--- src/rtl/gsram_pkg.sv ---
// Shared definitions for the gated-SRAM sweep controller.
//   ROWS_DEF / COLS_DEF / DW_DEF : default grid geometry and element width
//   ADDR_W                       : width of the row and column address buses
//   state_e                      : sweep FSM state encoding
//   is_gate_state()              : states in which the SRAM access enable is high
package gsram_pkg;

  localparam int ROWS_DEF = 10;
  localparam int COLS_DEF = 10;
  localparam int DW_DEF   = 16;
  localparam int ADDR_W   = 4;

  typedef enum logic [2:0] {
    ST_IDLE  = 3'd0,
    ST_RD    = 3'd1,
    ST_RWAIT = 3'd2,
    ST_ISSUE = 3'd3,
    ST_WRES  = 3'd4,
    ST_WR    = 3'd5,
    ST_ADV   = 3'd6,
    ST_FIN   = 3'd7
  } state_e;

  // The SRAM is only ever touched in the read-issue and write states.
  function automatic logic is_gate_state(input state_e s);
    return (s == ST_RD) || (s == ST_WR);
  endfunction

endpackage

--- src/rtl/grid_addr_counter.sv ---
// Row-major grid address counter.
//   clk, rst  : clock, synchronous active-high reset
//   clr       : force address to (0,0); wins over inc
//   inc       : step one cell; column wraps to 0 and row advances
//   row, col  : current (registered) cell address
//   wrap      : column is at COLS-1 (next inc wraps the column)
//   last      : row is at ROWS-1 (together with wrap marks the final cell)
module grid_addr_counter
  import gsram_pkg::*;
#(
  parameter int ROWS = ROWS_DEF,
  parameter int COLS = COLS_DEF
) (
  input  logic              clk,
  input  logic              rst,
  input  logic              clr,
  input  logic              inc,
  output logic [ADDR_W-1:0] row,
  output logic [ADDR_W-1:0] col,
  output logic              wrap,
  output logic              last
);

  localparam logic [ADDR_W-1:0] ROW_MAX = ADDR_W'(ROWS - 1);
  localparam logic [ADDR_W-1:0] COL_MAX = ADDR_W'(COLS - 1);

  logic [ADDR_W-1:0] row_q, row_d;
  logic [ADDR_W-1:0] col_q, col_d;

  assign wrap = (col_q == COL_MAX);
  assign last = (row_q == ROW_MAX);
  assign row  = row_q;
  assign col  = col_q;

  always_comb begin
    row_d = row_q;
    col_d = col_q;
    if (clr) begin
      row_d = '0;
      col_d = '0;
    end else if (inc) begin
      if (wrap) begin
        col_d = '0;
        // The controller never steps past the final cell, but keep the
        // row inside the grid regardless.
        row_d = last ? '0 : row_q + 4'd1;
      end else begin
        col_d = col_q + 4'd1;
      end
    end
  end

  always_ff @(posedge clk) begin
    if (rst) begin
      row_q <= '0;
      col_q <= '0;
    end else begin
      row_q <= row_d;
      col_q <= col_d;
    end
  end

endmodule

--- src/rtl/gsram_sweep_ctrl.sv ---
// Sweep controller for a gated SRAM grid: reads every cell in row-major
// order, hands the value to an external compute unit, waits for the result
// and writes it back to the same cell.
//   clk, rst        : clock, synchronous active-high reset
//   start, mode     : begin a sweep (IDLE only); mode 0 = multiplier, 1 = LUT
//   abort           : end the running sweep early
//   gate, we        : SRAM access enable / write enable
//   row, col        : SRAM cell address
//   inmuxsel        : SRAM write-data source select
//   rdata           : SRAM read data
//   op_data/op_valid/op_ready : operand handshake towards the compute unit
//   res_valid       : compute result is stable at the SRAM data input
//   busy, done      : not idle / one-cycle end-of-sweep pulse
//   aborted         : sticky "last sweep was aborted", cleared by start
module gsram_sweep_ctrl
  import gsram_pkg::*;
#(
  parameter int ROWS = ROWS_DEF,
  parameter int COLS = COLS_DEF,
  parameter int DW   = DW_DEF
) (
  input  logic          clk,
  input  logic          rst,
  input  logic          start,
  input  logic          mode,
  input  logic          abort,
  output logic          gate,
  output logic          we,
  output logic [3:0]    row,
  output logic [3:0]    col,
  output logic          inmuxsel,
  input  logic [DW-1:0] rdata,
  output logic [DW-1:0] op_data,
  output logic          op_valid,
  input  logic          op_ready,
  input  logic          res_valid,
  output logic          busy,
  output logic          done,
  output logic          aborted
);

  state_e          state_q, state_d;
  logic            mode_q, mode_d;
  logic            aborted_q, aborted_d;
  logic [DW-1:0]   op_data_q, op_data_d;

  logic            gate_q, we_q, inmuxsel_q, op_valid_q, busy_q, done_q;

  logic            cnt_clr, cnt_inc, cnt_wrap, cnt_last;
  logic [ADDR_W-1:0] cnt_row, cnt_col;

  grid_addr_counter #(
    .ROWS (ROWS),
    .COLS (COLS)
  ) u_addr (
    .clk  (clk),
    .rst  (rst),
    .clr  (cnt_clr),
    .inc  (cnt_inc),
    .row  (cnt_row),
    .col  (cnt_col),
    .wrap (cnt_wrap),
    .last (cnt_last)
  );

  // Next-state logic. Abort is honoured in every state that has not yet
  // committed to a write; once in WR the write is allowed to complete.
  always_comb begin
    state_d   = state_q;
    mode_d    = mode_q;
    aborted_d = aborted_q;
    op_data_d = op_data_q;
    cnt_clr   = 1'b0;
    cnt_inc   = 1'b0;

    case (state_q)
      ST_IDLE: begin
        if (start) begin
          state_d   = ST_RD;
          cnt_clr   = 1'b1;
          mode_d    = mode;
          aborted_d = 1'b0;
        end
      end
      ST_RD: begin
        if (abort) begin
          state_d   = ST_FIN;
          aborted_d = 1'b1;
        end else begin
          state_d = ST_RWAIT;
        end
      end
      ST_RWAIT: begin
        if (abort) begin
          state_d   = ST_FIN;
          aborted_d = 1'b1;
        end else begin
          // SRAM registered its output at the end of RD; take it now.
          op_data_d = rdata;
          state_d   = ST_ISSUE;
        end
      end
      ST_ISSUE: begin
        if (abort) begin
          state_d   = ST_FIN;
          aborted_d = 1'b1;
        end else if (op_ready) begin
          state_d = ST_WRES;
        end
      end
      ST_WRES: begin
        if (abort) begin
          state_d   = ST_FIN;
          aborted_d = 1'b1;
        end else if (res_valid) begin
          state_d = ST_WR;
        end
      end
      ST_WR: begin
        if (abort) begin
          state_d   = ST_FIN;
          aborted_d = 1'b1;
        end else begin
          state_d = ST_ADV;
        end
      end
      ST_ADV: begin
        // Address still points at the cell just written.
        if (cnt_wrap && cnt_last) begin
          state_d = ST_FIN;
        end else begin
          cnt_inc = 1'b1;
          state_d = ST_RD;
        end
      end
      ST_FIN: begin
        state_d = ST_IDLE;
      end
      default: begin
        state_d = ST_IDLE;
      end
    endcase
  end

  // Outputs are decoded from the next state and registered, so they change
  // on the same edge as the state and line up with it cycle for cycle.
  always_ff @(posedge clk) begin
    if (rst) begin
      state_q    <= ST_IDLE;
      mode_q     <= 1'b0;
      aborted_q  <= 1'b0;
      op_data_q  <= '0;
      gate_q     <= 1'b0;
      we_q       <= 1'b0;
      inmuxsel_q <= 1'b0;
      op_valid_q <= 1'b0;
      busy_q     <= 1'b0;
      done_q     <= 1'b0;
    end else begin
      state_q    <= state_d;
      mode_q     <= mode_d;
      aborted_q  <= aborted_d;
      op_data_q  <= op_data_d;
      gate_q     <= is_gate_state(state_d);
      we_q       <= (state_d == ST_WR);
      inmuxsel_q <= ((state_d == ST_WRES) || (state_d == ST_WR)) ? mode_d : 1'b0;
      op_valid_q <= (state_d == ST_ISSUE);
      busy_q     <= (state_d != ST_IDLE);
      done_q     <= (state_d == ST_FIN);
    end
  end

  assign gate     = gate_q;
  assign we       = we_q;
  assign row      = cnt_row;
  assign col      = cnt_col;
  assign inmuxsel = inmuxsel_q;
  assign op_data  = op_data_q;
  assign op_valid = op_valid_q;
  assign busy     = busy_q;
  assign done     = done_q;
  assign aborted  = aborted_q;

endmodule

--- config.mk ---
export PLATFORM = sky130hd
export DESIGN_NAME = gsram_sweep_ctrl
export DESIGN_NICKNAME = d
export VERILOG_FILES = /design/src/rtl/gsram_pkg.sv /design/src/rtl/grid_addr_counter.sv /design/src/rtl/gsram_sweep_ctrl.sv
export SDC_FILE = /design/constraint.sdc
export NUM_CORES = 1
export LEC_CHECK = 0
export CAP_MARGIN = 20
export CORE_UTILIZATION = 36
export DETAILED_ROUTE_END_ITERATION = 8
export PLACE_DENSITY = 0.67
export SLEW_MARGIN = 5
export SYNTH_ARGS = -nofsm -noshare
export SYNTH_HDL_FRONTEND = slang
export SYNTH_SLANG_ARGS = --single-unit
--- constraint.sdc ---
create_clock -name clk -period 1.5 [get_ports clk]
set_input_delay 0.3 -clock clk [delete_from_list [all_inputs] [get_ports clk]]
set_output_delay 0.3 -clock clk [all_outputs]
set_load 0.005 [all_outputs]
==> results of run 1 <==
-- registers in the layout, summed over array words and instances, names as in the netlist --
name,count
u_addr.row,4
op_valid,1
done,1
aborted,1
mode_q,1
inmuxsel,1
u_addr.col,4
busy,1
op_data,16
we,1
state_q,3
gate,1
-- cell families after synthesis --
kind of cell / after synthesis / share of synthesized area
AOI/OAI and AO/OA: 32 / 0.136
xor gates and xnor gates: 3 / 0.0187
buffers and inverters: 14 / 0.0471
DFF: 35 / 0.498
muxes: 2 / 0.0142
and+or+nand+nor: 79 / 0.286
-- worst max path at each step --
stage	from	endpoint	slack, ns
CTS	start	inmuxsel$_SDFF_PP0_	0.001
finish	u_addr.col[3]$_SDFFE_PP0P_	col[3]	0.04
floorplan	state_q[0]$_SDFF_PP0_	u_addr.col[3]$_SDFFE_PP0P_	0.06
global route	u_addr.row[2]$_SDFFE_PP0P_	op_valid$_SDFF_PP0_	-0.03
global placement	start	u_addr.col[3]$_SDFFE_PP0P_	-0.28
detailed placement	start	u_addr.col[3]$_SDFFE_PP0P_	-0.34
-- synth_stat cells, types with 2 or more instances --
cell type  instances  area, um^2
buf_2              5        25.0
a31oi_1            2        12.5
and3_1             3        18.8
or3_1              2        12.5
nor2_1            12        45.0
nand2_1           34         128
a21oi_1           21         105
nand4_1            3        18.8
and2_1             2        12.5
nand3_1            4        20.0
dfxtp_1           35         701
nor4_1             2        12.5
inv_1              4        15.0
mux2i_1            2        20.0
xor2_1             2        17.5
nand2b_1           2        12.5
nand4b_1           3        26.3
a32oi_1            2        17.5
nor3_1             3        15.0
nor2b_1            2        12.5
and3b_1            2        17.5
clkbuf_1           4        15.0
-- metrics by stage --
step | cell area (um^2) | std cells | power (mW) | hold WS (ns)
after floorplan | 1410 | 165 | 1.24 | 0.380
after global placement | 2130 | 277 | 1.48 | 0.441
after detailed placement | 2130 | 277 | 1.49 | 0.449
after CTS | 2250 | 285 | 2.23 | 0.459
after global routing | 2310 | 288 | 2.33 | 0.330
final | 2310 | 288 | 2.23 | 0.322
-- power groups by stage --
stage	registers [mW]	logic (mW)	clock network, mW
after floorplan	1.04	0.201	0
after global placement	1.05	0.429	0
after detailed placement	1.05	0.435	0
after CTS	1.03	0.441	0.763
after global routing	1.04	0.492	0.807
final	1.03	0.448	0.751
-- metal layers --
layer | vias to the layer above | global-route usage | wire length (um)
met5 | - | 0 | 0
met4 | 0 | 0.0778 | 75
met3 | 7 | 0.0651 | 243
met2 | 52 | 0.349 | 1840
met1 | 640 | 0.201 | 1520
li1 | 714 | - | -
-- cell type report --
| class | instances | area [um^2] | area share |
|---|---|---|---|
| clock buffers | 8 | 100 | 0.0434 |
| inverters | 4 | 15.0 | 0.00651 |
| multi-input cells | 116 | 674 | 0.292 |
| flip-flops and latches | 35 | 717 | 0.311 |
| well taps | 48 | 60.1 | 0.0260 |
| repair buffers | 77 | 739 | 0.321 |
-- timing repair --
action,CTS,global route
endpoints found under the setup margin,15,23
gates resized for setup,19,10
pin swaps,0,4
cloned,0,0
setup buffers,0,3
==> out/summary.txt, run 1 <==
CTS Root Cell = clkbuf_8
Ys Warns = 0
period utilization = 0.974
Routed WL = 3.68 mm
P_sw = 0.559 mW
total CTS buffers = 5
Flop pwr share = 0.462
Fill cells = 324
Worst path top cell family by delay = buffers and inverters
most common flop cell mapped by yosys = dfxtp_1
slew margin rel. = 0.827
worst hold start = start
fin util = 0.621
Site Rows = 22
Logic pwr share = 0.201
Initial DRT Pass Iterations = 5
internal power = 1.67 mW
Setup TNS = 0 ns
most frequent cells in the layout = clkdlybuf4s50_1 (44), nand2_1 (34), dfxtp_1 (26)
RSZ-0062 raised after global routing = yes
Worst path max stage delay = 0.50 ns
share of cells above drive strength 1 = 0.208
total track usage = 0.192
Worst VDD drop = 600 uV
r2r endpoint = op_valid$_SDFF_PP0_
DIE HEIGHT = 64.5 um
fraction of registers with async set/reset = 0
RePlAce Congestion = 0.776
stages on the worst setup path = 1
Worst Path Arrival = 1.16 ns
post-DR wirelength/cell = 12.8 um
mapped cell area = 1410 um^2
EDFF count, synth = 0
Synth-to-Final Area Change = 63.8%
maximum level of the CTS H-tree = 2
Worst Path Buf+Inv = 1
CTS Hold Bufs = 0
clock buffer depth = 2
crit-path max FO = 6
die area = 4160 um^2
Hold Fails Final Rpt = 0
Critical Path End Type = primary output
synthesized flop and latch total = 35
critical path launch point type = register
Net Sw Frac = 0.251
Finish-stage setup viols = 0
fmax = 685 MHz
CTS clk-pin slew, worst paths = 0.07 ns
syn nets = 188
Critical Path RT = 1.20 ns
clk sinks = 35
syn_area_per_cell = 8.53 um^2
critical path's slowest cell = clkdlybuf4s50_1
Clock Latency Late Sink = 0.29 ns
Setup CP Type = reg2out
cell area power density = 966 nW/um^2
R2R cell count = 6
Detail Route Antenna Nets = 0
first-pass GRT wire length = 6.16 mm
status = complete, no violations
number of global-route vias before repair = 1450
DR DRC count = 0
Die Width = 64.5 um
Clock Power Share = 0.337
FF-to-FF Start = u_addr.row[2]$_SDFFE_PP0P_
Synth Instances = 165
vias = 1413
I/O pins = 54
initial drt markers = 80
Cell Chain, Critical Path = clkdlybuf4s50_1
Worst Skew = 0.00559 ns
initial antenna violation count = 0
PortBufs = 53
Setup WS pre-CTS = -0.340 ns
DP HPWL = 2.65 mm
CTS tree = done
max_cap viols = 0
Static Leak = 0.936 nW
worst hold path class = in2reg
internal reg-to-reg setup slack = 0.06 ns
unique cell type count in the Yosys netlist = 36
global route overflow = 0
post-route minimum period = 1.46 ns
final worst slack = 0.0393 ns
commonest non-fill, non-tap cell in the layout = clkdlybuf4s50_1
core area = 3720 um^2
Final #Nets = 262
routed vias/inst = 4.91
# diodes = 0
post-synthesis sequential area ratio = 0.498
Min-Delay Endpoint = busy$_SDFF_PP0_
starting density of the core = 0.379
worst hold stages = 2
pin count of the biggest net entering global routing = 21
Final Slew Violations = 0
slew at the pin closest to its max-slew limit = 0.257 ns
Power figures use the tool's default switching activity.
==> run 2, diff against run 1 <==
--- a/config.mk
+++ b/config.mk
@@ -6,9 +6,11 @@
 export NUM_CORES = 1
 export LEC_CHECK = 0
 export CAP_MARGIN = 20
-export CORE_UTILIZATION = 36
+export CELL_PAD_IN_SITES_DETAIL_PLACEMENT = 1
+export CELL_PAD_IN_SITES_GLOBAL_PLACEMENT = 1
+export CORE_UTILIZATION = 28
 export DETAILED_ROUTE_END_ITERATION = 8
-export PLACE_DENSITY = 0.67
+export PLACE_DENSITY = 0.72
 export SLEW_MARGIN = 5
 export SYNTH_ARGS = -nofsm -noshare
 export SYNTH_HDL_FRONTEND = slang
==> out/summary.txt, run 2 (synthesis gave the netlist of run 1 again) <==
Site Rows = 25 (+14%)
die area = 5310 um^2 (+28%)
CTS Hold Bufs = 0 (unchanged)
Critical Path End Type = primary output
Synth-to-Final Area Change = 65.7%
status = complete, no violations
Cell Chain, Critical Path = clkdlybuf4s50_1
FF-to-FF Start = u_addr.row[3]$_SDFFE_PP0P_
max reg flops = 16 (unchanged)
first-pass GRT wire length = 6.55 mm (+6.3%)
clock buffer depth = 2 (unchanged)
initial drt markers = 27 (-66%)
Final #Nets = 263 (+0.38%)
I/O pins = 54 (unchanged)
post-route minimum period = 1.44 ns (-0.0182 ns)
pin count of the biggest net entering global routing = 19 (-9.5%)
internal reg-to-reg setup slack = 0.07 ns (about the same)
critical path's slowest cell = clkdlybuf4s50_1
DR DRC count = 0 (unchanged)
Final Slew Violations = 0 (unchanged)
starting density of the core = 0.294 (-0.0847)
PortBufs = 53 (unchanged)
Worst VDD drop = 535 uV (-11%)
post-DR wirelength/cell = 12.6 um (-1.2%)
Worst Path Buf+Inv = 1 (unchanged)
global route overflow = 0 (unchanged)
vias = 1430 (+1.2%)
worst setup path end = op_data[11]
stages on the worst setup path = 1 (unchanged)
worst hold start = start
CTS Root Cell = clkbuf_8
# diodes = 0 (unchanged)
max_cap viols = 0 (unchanged)
Detail Route Antenna Nets = 0 (unchanged)
Worst Skew = 0.00429 ns (-0.00130 ns)
CP startpoint = op_data[11]$_SDFFE_PP0P_
core area = 4790 um^2 (+29%)
CTS clk-pin slew, worst paths = 0.08 ns (about the same)
share of cells above drive strength 1 = 0.199 (-0.00916)
DP HPWL = 2.81 mm (+6.3%)
clk sinks = 35 (unchanged)
Tot Pwr = 2.35 mW (+5.5%)
Finish-stage setup viols = 0 (unchanged)
Critical Path RT = 1.20 ns (about the same)
initial antenna violation count = 0 (unchanged)
Static Leak = 0.983 nW (+5.1%)
CTS tree = done
DIE HEIGHT = 72.9 um (+13%)
Clock Latency Late Sink = 0.29 ns (about the same)
Worst path max stage delay = 0.52 ns (+0.02 ns)
Initial DRT Pass Iterations = 4 (-1)
Hold Fails Final Rpt = 0 (unchanged)
Die Width = 72.9 um (+13%)
dpl cell area = 2180 um^2 (+2.2%)
maximum level of the CTS H-tree = 2 (unchanged)
critical path launch point type = register
number of global-route vias before repair = 1406 (-3.0%)
slew at the pin closest to its max-slew limit = 0.292 ns (+0.0355 ns)
RePlAce Congestion = 0.728 (-6.3%)
Setup CP Type = reg2out
total CTS buffers = 5 (unchanged)
fmax = 693 MHz (+1.3%)
worst hold path class = in2reg
Worst path top cell family by delay = buffers and inverters
fin area = 2330 um^2 (+1.1%)
total track usage = 0.159 (-0.0332)
cell area power density = 1010 nW/um^2 (+4.3%)
Fill cells = 557 (+72%)
most frequent cells in the layout = clkdlybuf4s50_1 (41), nand2_1 (34), dfxtp_1 (28)
Worst Path Arrival = 1.14 ns (-0.02 ns)
commonest non-fill, non-tap cell in the layout = clkdlybuf4s50_1
routed vias/inst = 4.64 (-5.4%)
R2R cell count = 6 (unchanged)
period utilization = 0.962 (-0.0121)
r2r endpoint = op_valid$_SDFF_PP0_
crit-path max FO = 2 (-4)
Routed WL = 3.89 mm (+5.7%)
slew margin rel. = 0.805 (-0.0221)
## run 2: worst min path at each step
| stage | cells after the start | to | slack [ns] |
|---|---|---|---|
| 2_1_floorplan | 1 | mode_q$_SDFF_PP0_ | 0.38 |
| 6_report | 2 | busy$_SDFF_PP0_ | 0.31 |
| 4_1_cts | 2 | op_data[4]$_SDFFE_PP0P_ | 0.46 |
| 5_1_grt | 2 | busy$_SDFF_PP0_ | 0.33 |
| 3_5_place_dp | 2 | op_data[9]$_SDFFE_PP0P_ | 0.45 |
| 3_3_place_gp | 2 | op_data[14]$_SDFFE_PP0P_ | 0.44 |
## run 2: area by class of cell
class                           instances  area, um^2  area share
Inverter                                4        15.0     0.00644
Tap cell                               67        83.8      0.0359
Timing Repair Buffer                   78         747       0.320
Multi-Input combinational cell        116         664       0.285
Sequential cell                        35         709       0.304
Clock inverter                          3        43.8      0.0188
Clock buffer                            5        68.8      0.0295
## run 2: per-stage QoR
step	TNS (ns)	worst slack (ns)	hold slack (ns)	utilization	cells
floorplan	0	0.0631	0.380	-	165
global placement	-5.88	-0.311	0.441	0.455	299
detailed placement	-6.52	-0.333	0.450	0.455	299
CTS	0	0.00163	0.458	0.479	307
global route	-0.0273	-0.0151	0.334	0.487	308
finish	0	0.0575	0.311	0.487	308
## run 2: timing repair
item | in CTS | in global routing
setup endpoints to repair | 10 | 13
pin swaps | 0 | 4
buffers inserted | 0 | 1
resized for setup | 15 | 10
## run 2: where the power goes
| part | internal [mW] | switching (mW) | leakage (nW) | total, mW |
|---|---|---|---|---|
| Clock | 0.495 | 0.365 | 0.0581 | 0.860 |
| Combinational | 0.266 | 0.194 | 0.637 | 0.460 |
| Sequential | 0.991 | 0.0412 | 0.288 | 1.03 |
| Total | 1.75 | 0.600 | 0.983 | 2.35 |
## run 2: per-layer routing
layer  global-route usage  routed length, um
met5                    0                  0
met4               0.0392                 11
met3               0.0622                295
met2                0.255               1790
met1                0.199               1790
==> run 3, diff against run 2 <==
--- a/config.mk
+++ b/config.mk
@@ -5,11 +5,13 @@
 export SDC_FILE = /design/constraint.sdc
 export NUM_CORES = 1
 export LEC_CHECK = 0
+export ABC_CLOCK_PERIOD_IN_PS = 1500
 export CAP_MARGIN = 20
 export CELL_PAD_IN_SITES_DETAIL_PLACEMENT = 1
 export CELL_PAD_IN_SITES_GLOBAL_PLACEMENT = 1
 export CORE_UTILIZATION = 28
 export DETAILED_ROUTE_END_ITERATION = 8
+export GPL_TIMING_DRIVEN = 0
 export PLACE_DENSITY = 0.72
 export SLEW_MARGIN = 5
 export SYNTH_ARGS = -nofsm -noshare
==> out/summary.txt, run 3 (synthesis gave the netlist of run 1 again) <==
starting density of the core = 0.294 (unchanged)
status = complete, no violations
vias = 1344 (-6.0%)
pin count of the biggest net entering global routing = 17 (-2)
DP Cell Count = 285 (-4.7%)
fin area = 2200 um^2 (-5.8%)
cell area power density = 959 nW/um^2 (-4.9%)
crit-path max FO = 6 (+4)
clk sinks = 35 (unchanged)
Hold Fails Final Rpt = 0 (unchanged)
die area = 5310 um^2 (unchanged)
# diodes = 0 (unchanged)
critical path launch point type = register
core area = 4790 um^2 (unchanged)
DIE HEIGHT = 72.9 um (unchanged)
Cell Chain, Critical Path = clkdlybuf4s50_1
maximum level of the CTS H-tree = 2 (unchanged)
slew at the pin closest to its max-slew limit = 0.323 ns (+0.0309 ns)
share of cells above drive strength 1 = 0.156 (-0.0436)
DP HPWL = 2.64 mm (-6.2%)
Synth-to-Final Area Change = 56.1%
commonest non-fill, non-tap cell in the layout = clkdlybuf4s50_1
worst hold path class = reg2reg
slew margin rel. = 0.785 (-0.0206)
post-DR wirelength/cell = 12.6 um (-0.38%)
fin util = 0.459 (-0.0282)
initial antenna violation count = 0 (unchanged)
Die Width = 72.9 um (unchanged)
Non-Filler Instances = 292 (-5.2%)
CTS tree = done
number of global-route vias before repair = 1307 (-7.0%)
CTS clk-pin slew, worst paths = 0.07 ns (about the same)
Worst VDD drop = 380 uV (-29%)
max reg flops = 16 (unchanged)
final worst slack = 0.0324 ns (-0.0251 ns)
Setup WS pre-CTS = -0.561 ns (-0.227 ns)
period utilization = 0.978 (+0.0167)
Final #Nets = 247 (-6.1%)
PortBufs = 53 (unchanged)
I/O pins = 54 (unchanged)
post-route minimum period = 1.47 ns (+0.0251 ns)
Static Leak = 0.818 nW (-17%)
internal reg-to-reg setup slack = 0.05 ns (-0.02 ns)
Critical Path End Type = primary output
clock buffer depth = 2 (unchanged)
dpl cell area = 2020 um^2 (-7.1%)
RePlAce Congestion = 0.724 (-0.55%)
Clock Latency Late Sink = 0.28 ns (about the same)
fmax = 681 MHz (-1.7%)
max_cap viols = 0 (unchanged)
Worst path top cell family by delay = buffers and inverters
DR DRC count = 0 (unchanged)
Finish-stage setup viols = 0 (unchanged)
Final Slew Violations = 0 (unchanged)
Site Rows = 25 (unchanged)
total CTS buffers = 5 (unchanged)
Fill cells = 577 (+3.6%)
first-pass GRT wire length = 5.95 mm (-9.1%)
RSZ-0062 raised after global routing = yes
Worst path max stage delay = 0.51 ns (about the same)
Worst Skew = 0.00384 ns (-0.000452 ns)
critical path's slowest cell = clkdlybuf4s50_1
Setup TNS = 0 ns (unchanged)
Initial DRT Pass Iterations = 4 (unchanged)
routed vias/inst = 4.60 (-0.86%)
Detail Route Antenna Nets = 0 (unchanged)
global route overflow = 0 (unchanged)
total track usage = 0.146 (-0.0127)
Worst Path Buf+Inv = 1 (unchanged)
Critical Path RT = 1.20 ns (about the same)
initial drt markers = 31 (+15%)
Routed WL = 3.67 mm (-5.6%)
Setup CP Type = reg2out
Worst Path Arrival = 1.17 ns (+0.03 ns)
CTS Root Cell = clkbuf_8
most frequent cells in the layout = clkdlybuf4s50_1 (49), nand2_1 (34), dfxtp_1 (25)
run 3: changes by cell type in the layout (fill, tap and decap cells not counted), moves of 2 or more:
cell             previous run  this run
clkbuf_4                    0         2
clkbuf_1                    0         2
clkbuf_2                    0         2
clkdlybuf4s50_1            41        49
dfxtp_4                     0         4
buf_4                      22         4
buf_12                      2         0
dlygate4sd2_1               8         2
dfxtp_1                    28        25
dlymetal6s2s_1              4         2
run 3: repair_timing:
action,CTS,global route
setup endpoints to repair,32,16
hold buffers,0,0
setup buffers,0,2
pin swaps,1,1
gates resized for setup,21,18
run 3: metrics by stage:
stage | hold slack [ns] | power, mW
2_1_floorplan | 0.380 | 1.24
3_3_place_gp | 0.442 | 1.45
3_5_place_dp | 0.449 | 1.46
4_1_cts | 0.435 | 2.14
5_1_grt | 0.471 | 2.22
6_report | 0.453 | 2.11
run 3: report_power, final:
part / switching [mW] / internal (mW)
logic: 0.192 / 0.238
registers: 0.0393 / 0.985
clock network: 0.326 / 0.326
run 3: cell type report:
class                      count  area, um^2  area share
sequential                    35         723       0.329
multi-input combinational    116         694       0.316
timing repair buffer          55         548       0.249
tap                           67        83.8      0.0382
clock buffer                   7        76.3      0.0347
buffer                         7        51.3      0.0233
inverter                       4        15.0     0.00683
clock inverter                 1        5.00     0.00228
run 3: metal layers:
metal  global-route usage  share of wire  vias up
met2                0.235           0.46       43
met3               0.0704          0.087        5
met1                0.174           0.44      609
met5                    0              0        -
li1                     -              -      687
met4               0.0392         0.0074        0
run 3: worst paths after layout:
kind,startpoint,cells past startpoint,endpoint
worst min register to register,op_data[12]$_SDFFE_PP0P_,2,op_data[12]$_SDFFE_PP0P_
worst max register to register,state_q[2]$_SDFF_PP0_,5,we$_SDFF_PP0_
worst min-delay path,op_data[12]$_SDFFE_PP0P_,2,op_data[12]$_SDFFE_PP0P_
worst max-delay path,u_addr.row[1]$_SDFFE_PP0P_,1,row[1]
